### src/rtl/regfile_wb_arbiter.sv
// Round-robin arbiter for the register file write port, with a pending-write scoreboard
// that flags read-after-write hazards on the two read addresses.
module regfile_wb_arbiter #(
    parameter int unsigned NREQ = 3,
    parameter int unsigned AW   = 5,
    parameter int unsigned DW   = 32
) (
    input  logic                 clock,
    input  logic                 reset,
    input  logic [NREQ-1:0]      req_valid,
    input  logic [NREQ*AW-1:0]   req_addr,
    input  logic [NREQ*DW-1:0]   req_data,
    output logic [NREQ-1:0]      req_ready,
    input  logic                 claim_valid,
    input  logic [AW-1:0]        claim_addr,
    input  logic [AW-1:0]        rr1_in,
    input  logic [AW-1:0]        rr2_in,
    output logic                 stall_out,
    output logic [(1<<AW)-1:0]   busy_out,
    output logic                 regwrite,
    output logic [AW-1:0]        wr_in,
    output logic [DW-1:0]        write_data_in
);

    localparam int unsigned PW   = (NREQ > 1) ? $clog2(NREQ) : 1;
    localparam int unsigned NREG = 1 << AW;

    logic [PW-1:0]   ptr_q, ptr_d;
    logic [PW-1:0]   gnt_idx, idx;
    logic            gnt_found, gnt_valid;
    logic [AW-1:0]   gnt_addr;
    logic [DW-1:0]   gnt_data;
    logic [AW-1:0]   addr_arr [NREQ];
    logic [DW-1:0]   data_arr [NREQ];
    logic [NREG-1:0] busy_q, busy_d;
    logic            regwrite_q;
    logic [AW-1:0]   wr_q;
    logic [DW-1:0]   wdata_q;

    always_comb begin
        for (int unsigned i = 0; i < NREQ; i++) begin
            addr_arr[i] = req_addr[i*AW +: AW];
            data_arr[i] = req_data[i*DW +: DW];
        end
    end

    // Walk the requesters starting at ptr with wrap-around; first valid one wins.
    always_comb begin
        gnt_found = 1'b0;
        gnt_idx   = ptr_q;
        idx       = ptr_q;
        for (int unsigned k = 0; k < NREQ; k++) begin
            if (!gnt_found && req_valid[idx]) begin
                gnt_found = 1'b1;
                gnt_idx   = idx;
            end
            idx = (idx == PW'(NREQ - 1)) ? '0 : idx + 1'b1;
        end
    end

    // No grant may be visible while reset is held.
    assign gnt_valid = gnt_found && reset;
    assign gnt_addr  = addr_arr[gnt_idx];
    assign gnt_data  = data_arr[gnt_idx];

    always_comb begin
        req_ready = '0;
        if (gnt_valid) begin
            req_ready[gnt_idx] = 1'b1;
        end
    end

    always_comb begin
        ptr_d = ptr_q;
        if (gnt_valid) begin
            ptr_d = (gnt_idx == PW'(NREQ - 1)) ? '0 : gnt_idx + 1'b1;
        end
    end

    // A same-cycle claim beats the clear: it belongs to a younger instruction.
    always_comb begin
        busy_d = busy_q;
        if (gnt_valid) begin
            busy_d[gnt_addr] = 1'b0;
        end
        if (claim_valid) begin
            busy_d[claim_addr] = 1'b1;
        end
        busy_d[0] = 1'b0;
    end

    always_ff @(posedge clock or negedge reset) begin
        if (!reset) begin
            ptr_q      <= '0;
            busy_q     <= '0;
            regwrite_q <= 1'b0;
            wr_q       <= '0;
            wdata_q    <= '0;
        end else begin
            ptr_q      <= ptr_d;
            busy_q     <= busy_d;
            regwrite_q <= gnt_valid && (gnt_addr != '0);
            if (gnt_valid) begin
                wr_q    <= gnt_addr;
                wdata_q <= gnt_data;
            end
        end
    end

    assign stall_out     = busy_q[rr1_in] | busy_q[rr2_in];
    assign busy_out      = busy_q;
    assign regwrite      = regwrite_q;
    assign wr_in         = wr_q;
    assign write_data_in = wdata_q;

endmodule
### config.mk
export PLATFORM = sky130hd
export DESIGN_NAME = regfile_wb_arbiter
export DESIGN_NICKNAME = d
export VERILOG_FILES = /design/src/rtl/regfile_wb_arbiter.sv
export SDC_FILE = /design/constraint.sdc
export NUM_CORES = 1
export LEC_CHECK = 0
export BUFFER_PORTS_ARGS = -buffer_cell sky130_fd_sc_hd__buf_2
export CAP_MARGIN = 20
export CORE_UTILIZATION = 42
export DETAILED_ROUTE_END_ITERATION = 6
export PLACE_DENSITY = 0.85
export SYNTH_ARGS = -nofsm -noshare
export SYNTH_HDL_FRONTEND = slang
export SYNTH_SLANG_ARGS = --single-unit
export TNS_END_PERCENT = 30
### constraint.sdc
create_clock -name clock -period 2.6 [get_ports clock]
set_clock_uncertainty 0.05 [all_clocks]
set_input_delay 0.52 -clock clock [delete_from_list [all_inputs] [get_ports clock]]
set_output_delay 0.52 -clock clock [all_outputs]
set_load 0.1 [all_outputs]
==> results of run 1 <==
## report_power, final
group / internal [mW] / leakage, nW / switching [mW] / total (mW)
clock network: 0.537 / 0.102 / 0.418 / 0.955
registers: 1.55 / 0.828 / 0.376 / 1.92
logic: 1.13 / 1.87 / 3.78 / 4.91
## per-layer routing
layer	vias to the layer above	global-route usage, %	wire (um)	share of wire [%]
li1	2114	-	-	-
met1	2184	30.82	5221	37
met2	277	50.96	7398	52
met3	34	4.651	1180	8.3
met4	0	13.30	411	2.9
met5	-	0	0	0
## synth_stat cells (all sizes together) (2+ instances only)
master,number,area share (%)
dfrtp,71,42
a22oi,21,3.7
or3b,3,0.62
o41ai,2,0.41
clkbuf,26,2.3
mux2,3,0.80
a21oi,10,1.2
nand3b,5,0.89
o32a,2,0.47
o211a,3,0.71
buf,12,1.5
o21ai,56,6.7
a41o,7,1.7
nor2b,5,0.74
nor3,11,1.4
o2bb2ai,6,1.2
nand3,22,2.6
a211oi,2,0.65
o2111ai,6,1.2
mux4,15,8.0
inv,9,0.80
or2,2,0.30
o211ai,5,0.89
o31ai,3,0.53
a222oi,12,2.8
mux2i,4,0.95
nor2,30,2.7
and2,5,0.77
nand2b,5,0.74
a221o,21,5.0
nor3b,2,0.35
nand2,25,2.2
a21o,3,0.53
## state kept, by name, summed over array words and instances (netlist names)
register       cells
regwrite           1
wr_in              5
ptr_q              2
busy_out          31
write_data_in     32
## cell families (layout without fill, tap and decap cells)
kind of cell,Yosys count,count (layout),share of synthesized area (%)
buffers and inverters,47,274,4.586
flip-flops,71,71,42.01
other,1,1,0.08867
multiplexers,22,22,9.734
AND/OR/NAND/NOR,116,116,13.52
AO/OA/AOI/OAI,168,168,30.06
## worst reg2reg max path, stage by stage, from the launching register on
cell      delay, ns
dfrtp_1        0.38
nand2b_1       0.18
a211o_1        0.39
a211oi_4       0.31
and2_1         0.25
o211ai_1       0.33
o21ai_0        0.28
o21ai_0        0.13
## area by class of cell
| cell class | instances | area [um^2] | share of cell area [%] |
|---|---|---|---|
| Clock buffer | 10 | 127.6 | 2.128 |
| Clock inverter | 6 | 85.08 | 1.418 |
| Inverter | 9 | 33.78 | 0.5632 |
| Multi-Input combinational cell | 307 | 2303 | 38.40 |
| Sequential cell | 71 | 1842 | 30.71 |
| Tap cell | 133 | 166.4 | 2.774 |
| Timing Repair Buffer | 249 | 1440 | 24.01 |
## worst max path at each step
stage / endpoint / startpoint
floorplan: stall_out / rr1_in[1]
global placement: stall_out / rr2_in[1]
detailed placement: stall_out / rr2_in[1]
CTS: stall_out / busy_out[11]$_DFF_PN0_
global route: stall_out / busy_out[7]$_DFF_PN0_
finish: stall_out / busy_out[7]$_DFF_PN0_
## repair_timing
action | in CTS | in global routing
hold buffers | 1 | 0
buffers inserted | 7 | 0
gates resized for setup | 3 | 2
endpoints found under the hold margin | 12 | 0
pin swaps | 1 | 0
endpoints found under the setup margin | 2 | 5
## per-stage QoR
stage | TNS (ns) | utilization, % | cell area, um^2
6_report | -0.2484 | 61.37 | 5998
5_1_grt | -0.4220 | 61.37 | 5998
4_1_cts | -0.2541 | 61.33 | 5995
3_5_place_dp | -0.5188 | 58.44 | 5712
3_3_place_gp | -0.1846 | 58.44 | 5712
2_1_floorplan | -1.935 | - | 4332
==> out/qor.txt, run 1 <==
Status: finished with violations
Failing checks: setup timing
Type of the most critical hold path: input pin to asynchronous set/reset pin
Crit path kind: register to primary output
Dpl hpwl: 11.18 mm
All-Layer GR Usage: 27.63%
Drt drc: 0
Worst slew margin: 50.88%
Total Die Area: 10470 um^2
Crit-path max cell delay: 0.48 ns
CTS HTree Levels: 3
RSZ-0062 raised after global routing: yes
Die H: 102.3 um
CTS tree: yes
Clock Tree Root: clkbuf_8
Crit-path most repeated cell: mux4_2
CP Capture Type: primary output
Worst-path maximum fanout: 2
Layout cell share with drive strength beyond 1: 50.92%
R2R Path End: busy_out[29]$_DFF_PN0_
Vias in the first global route: 4409
Max-cap violation count: 0
Commonest non-fill, non-tap cells in the layout: buf_2, o21ai_0, buf_4, dfrtp_1, nor2_1
Reg-to-Reg Start: ptr_q[1]$_DFFE_PN0P_
Period utilization: 109.6%
Io pins: 206
Final cell count without fillers: 785
Arr. time, crit path: 2.28 ns
First-pass GRT wire length: 21.67 mm
Peak supply drop: 1.097 mV
Largest net degree at the start of global routing: 60
Initial DRC Count: 425
WP depth: 5
Avg Inst Size Synth: 9.951 um^2
CP bufs+invs: 1
Max Clock Freq: 351.1 MHz
Final nets: 779
Critical path data required time: 2.03 ns
Register area share after synthesis: 42.01%
Endpoints failing setup: 1
Initial Util: 43.27%
Via Count: 4609
Number of synthesized flops with an enable pin: 0
Initial antenna violation count: 0
Pins over their slew limit: 0
Endpoints failing hold: 0
Global route overflow: 0
Clock Tree Buf Depth: 2
Final Total Pwr: 7.791 mW
Critical path, cell by cell: mux4_2 -> mux4_2 -> mux2i_1 -> o211ai_1 -> buf_6
# diodes: 0
Mapped cell area: 4229 um^2
Tmin final: 2.848 ns
Hold slack final: 0.3400 ns
First-pass DRT Iterations: 6
Setup slack at placement: -0.2800 ns
Wire per inst: 18.10 um
Post-Syn Instances: 425
Core region area: 9774 um^2
Count of cell types in the netlist: 53
Commonest non-fill, non-tap cell in the layout: buf_2
WL final: 14.21 mm
Final ANT Viol Nets: 0
R2r setup slk: 0.17 ns
CP max stage cell: dfrtp_4
Syn. warnings: 0
Main synth FF type: dfrtp_1
# rows: 36
Tightest Pin Transition: 0.7368 ns
Vias/cell: 5.871
Num Clock Sinks: 71
CP Launch Type: register
Synth Register Bits: 71
Worst setup margin: -0.2484 ns
Power Density: 1299 nW/um^2
Largest delay share family, worst path: multiplexers
Worst-path clk slew: 0.08 ns
Die width: 102.3 um
Placer congestion estimate: 0.9208
Synth-to-Final Area Change: 41.83%
Fill cell count: 855
Syn nets: 557
CTS Buf Count: 9
Clock latency at the later pin of the worst-skew pair: 0.34 ns
Ys async rst share: 100.0%
Leakage power total: 2.802 nW
Dpl cells: 761
Port Buf Inserts: 204
R2R cell count: 7
Note: power is estimated with default switching activity, not from simulation.
==> run 2, diff against run 1 <==
TNS_END_PERCENT = 20   (was 30)
==> run 2 against run 1 <==
The run still ends with setup timing left. Critical path depth unchanged. First-iteration DRC count shrank 32%. Sequential power about the same. Final cell count shrank 0.76%. Utilization down 0.87 points. Sequential share of layout area grew 0.44 points. Largest cell class unchanged.
==> out/qor.txt, run 2 (synthesis gave the netlist of run 1 again) <==
Status: finished with violations
Failing checks: setup timing
Layout cell share with drive strength beyond 1: 50.46% (-0.46 points)
R2R cell count: 7 (unchanged)
Die H: 102.3 um (unchanged)
Drt drc: 0 (unchanged)
CTS tree: yes
Max-cap violation count: 0 (unchanged)
Num Clock Sinks: 71 (unchanged)
Endpoints failing setup: 1 (unchanged)
Crit path kind: register to primary output
Port Buf Inserts: 204 (unchanged)
Io pins: 206 (unchanged)
# diodes: 0 (unchanged)
Period utilization: 108.2% (-1.3 points)
Initial Util: 43.27% (unchanged)
Die width: 102.3 um (unchanged)
Arr. time, crit path: 2.24 ns (-0.04 ns)
First-pass GRT wire length: 22.18 mm (+2.4%)
Initial antenna violation count: 0 (unchanged)
Power Density: 1291 nW/um^2 (-0.63%)
Worst-path clk slew: 0.09 ns (about the same)
R2r setup slk: 0.16 ns (about the same)
Largest net degree at the start of global routing: 53 (-12%)
Clock Tree Root: clkbuf_8
Post-route cell area: 5913 um^2 (-1.4%)
Worst slew margin: 53.05% (+2.2 points)
Tmin final: 2.813 ns (-0.03496 ns)
Initial DRC Count: 291 (-32%)
Global route overflow: 0 (unchanged)
# hold bufs at CTS: 0 (-1)
CP Capture Type: primary output
Wire per inst: 18.72 um (+3.4%)
Commonest non-fill, non-tap cells in the layout: buf_2, o21ai_0, dfrtp_1, buf_4, nor2_1
Part of the power in registers: 25.3% (+0.6 points)
CTS HTree Levels: 3 (unchanged)
Vias/cell: 6.004 (+2.3%)
Type of the most critical hold path: input pin to asynchronous set/reset pin
Final nets: 773 (-0.77%)
Placed instance area: 5709 um^2 (about the same)
Sw Ratio: 60.25% (+1.5 points)
Final Total Pwr: 7.632 mW (-2.0%)
Dpl hpwl: 11.49 mm (+2.7%)
Core region area: 9774 um^2 (unchanged)
RSZ-0062 raised after global routing: yes
Clock latency at the later pin of the worst-skew pair: 0.33 ns (about the same)
Max FFs per register: 32 (unchanged)
Dpl cells: 761 (unchanged)
Sw power: 4.598 mW (+0.53%)
Clk pwr share: 10.6% (-1.7 points)
WL final: 14.59 mm (+2.6%)
Leakage power total: 2.762 nW (-1.5%)
# rows: 36 (unchanged)
Synth-to-Final Area Change: 39.82%
First-pass DRT Iterations: 5 (-1)
Clock Tree Buf Depth: 2 (unchanged)
Via Count: 4677 (+1.5%)
Max Clock Freq: 355.4 MHz (+1.2%)
All-Layer GR Usage: 27.77% (+0.13 points)
Vias in the first global route: 4499 (+2.0%)
CP Launch Type: register
Final Util: 60.50% (-0.87 points)
Final cell count without fillers: 779 (-0.76%)
Worst setup margin: -0.2134 ns (+0.03496 ns)
Tightest Pin Transition: 0.7011 ns (-0.03568 ns)
Peak supply drop: 1.100 mV (+0.29%)
Placer congestion estimate: 0.8882 (-3.5%)
Commonest non-fill, non-tap cell in the layout: buf_2
Combinational share of power: 64.1% (+1.1 points)
Endpoints failing hold: 0 (unchanged)
Pins over their slew limit: 0 (unchanged)
Setup slack at placement: -0.2364 ns (+0.04367 ns)
Final ANT Viol Nets: 0 (unchanged)
Critical path data required time: 2.03 ns (about the same)
CTS Buf Count: 9 (unchanged)
Worst-path maximum fanout: 4 (+2)
Total Die Area: 10470 um^2 (unchanged)
Power Internal: 3.033 mW (-5.7%)
[run 2: changes by cell type in the layout (fill, tap and decap cells not counted), sizes merged]
cell,before,now
clkinvlp,2,1
bufinv,2,0
clkinv,2,3
inv,9,11
buf,248,243
dlygate4sd3,1,0
[run 2: area by class of cell]
type	count	area [um^2]
fill	867	3861
tap	133	166.4
multi-input combinational	307	2297
timing repair buffer	243	1393
clock inverter	6	43.79
clock buffer	10	137.6
sequential	71	1842
inverter	9	33.78
[run 2: layer usage]
metal / up-vias / global-route usage [%] / wire length (um)
li1: 2101 / - / -
met3: 38 / 4.583 / 1158
met1: 2253 / 32.13 / 5338
met2: 285 / 50.39 / 7667
met4: 0 / 12.31 / 420
met5: - / 0 / 0
[run 2: through the flow]
| stage | hold slack, ns | setup TNS, ns |
|---|---|---|
| 2_1_floorplan | 0.1744 | -2.423 |
| 3_3_place_gp | 0.4123 | -0.1978 |
| 3_5_place_dp | 0.4235 | -0.8606 |
| 4_1_cts | 0.1801 | -0.2269 |
| 5_1_grt | 0.1920 | -0.4840 |
| 6_report | 0.1782 | -0.2134 |
[run 2: power groups by stage]
stage	sequential [mW]	clock, mW	combinational [mW]
5_1_grt	1.96	0.881	5.08
3_5_place_dp	1.94	0	4.82
4_1_cts	1.92	0.831	4.87
3_3_place_gp	1.92	0	4.74
2_1_floorplan	4.48	0	1.18
6_report	1.93	0.812	4.89
[run 2: path summary, 6_finish.rpt]
check | from | endpoint
min | reset | write_data_in[19]$_DFFE_PN0P_
min in group clock | req_data[52] | write_data_in[20]$_DFFE_PN0P_
max | busy_out[7]$_DFF_PN0_ | stall_out
max in group asynchronous | reset | busy_out[6]$_DFF_PN0_
min reg2reg | wr_in[3]$_DFFE_PN0P_ | wr_in[3]$_DFFE_PN0P_
max reg2reg | ptr_q[0]$_DFFE_PN0P_ | busy_out[1]$_DFF_PN0_
[run 2: timing repair]
item / CTS / global route
pin swaps: 1 / 0
setup endpoints to repair: 2 / 8
buffers inserted: 1 / 1
gates resized for setup: 3 / 0
[run 2: worst max-delay path, cell delays in order, from the launching register on]
cell	delay, ns
dfrtp_4	0.50
mux4_2	0.48
mux4_2	0.45
mux2i_1	0.14
o211ai_1	0.12
buf_6	0.20
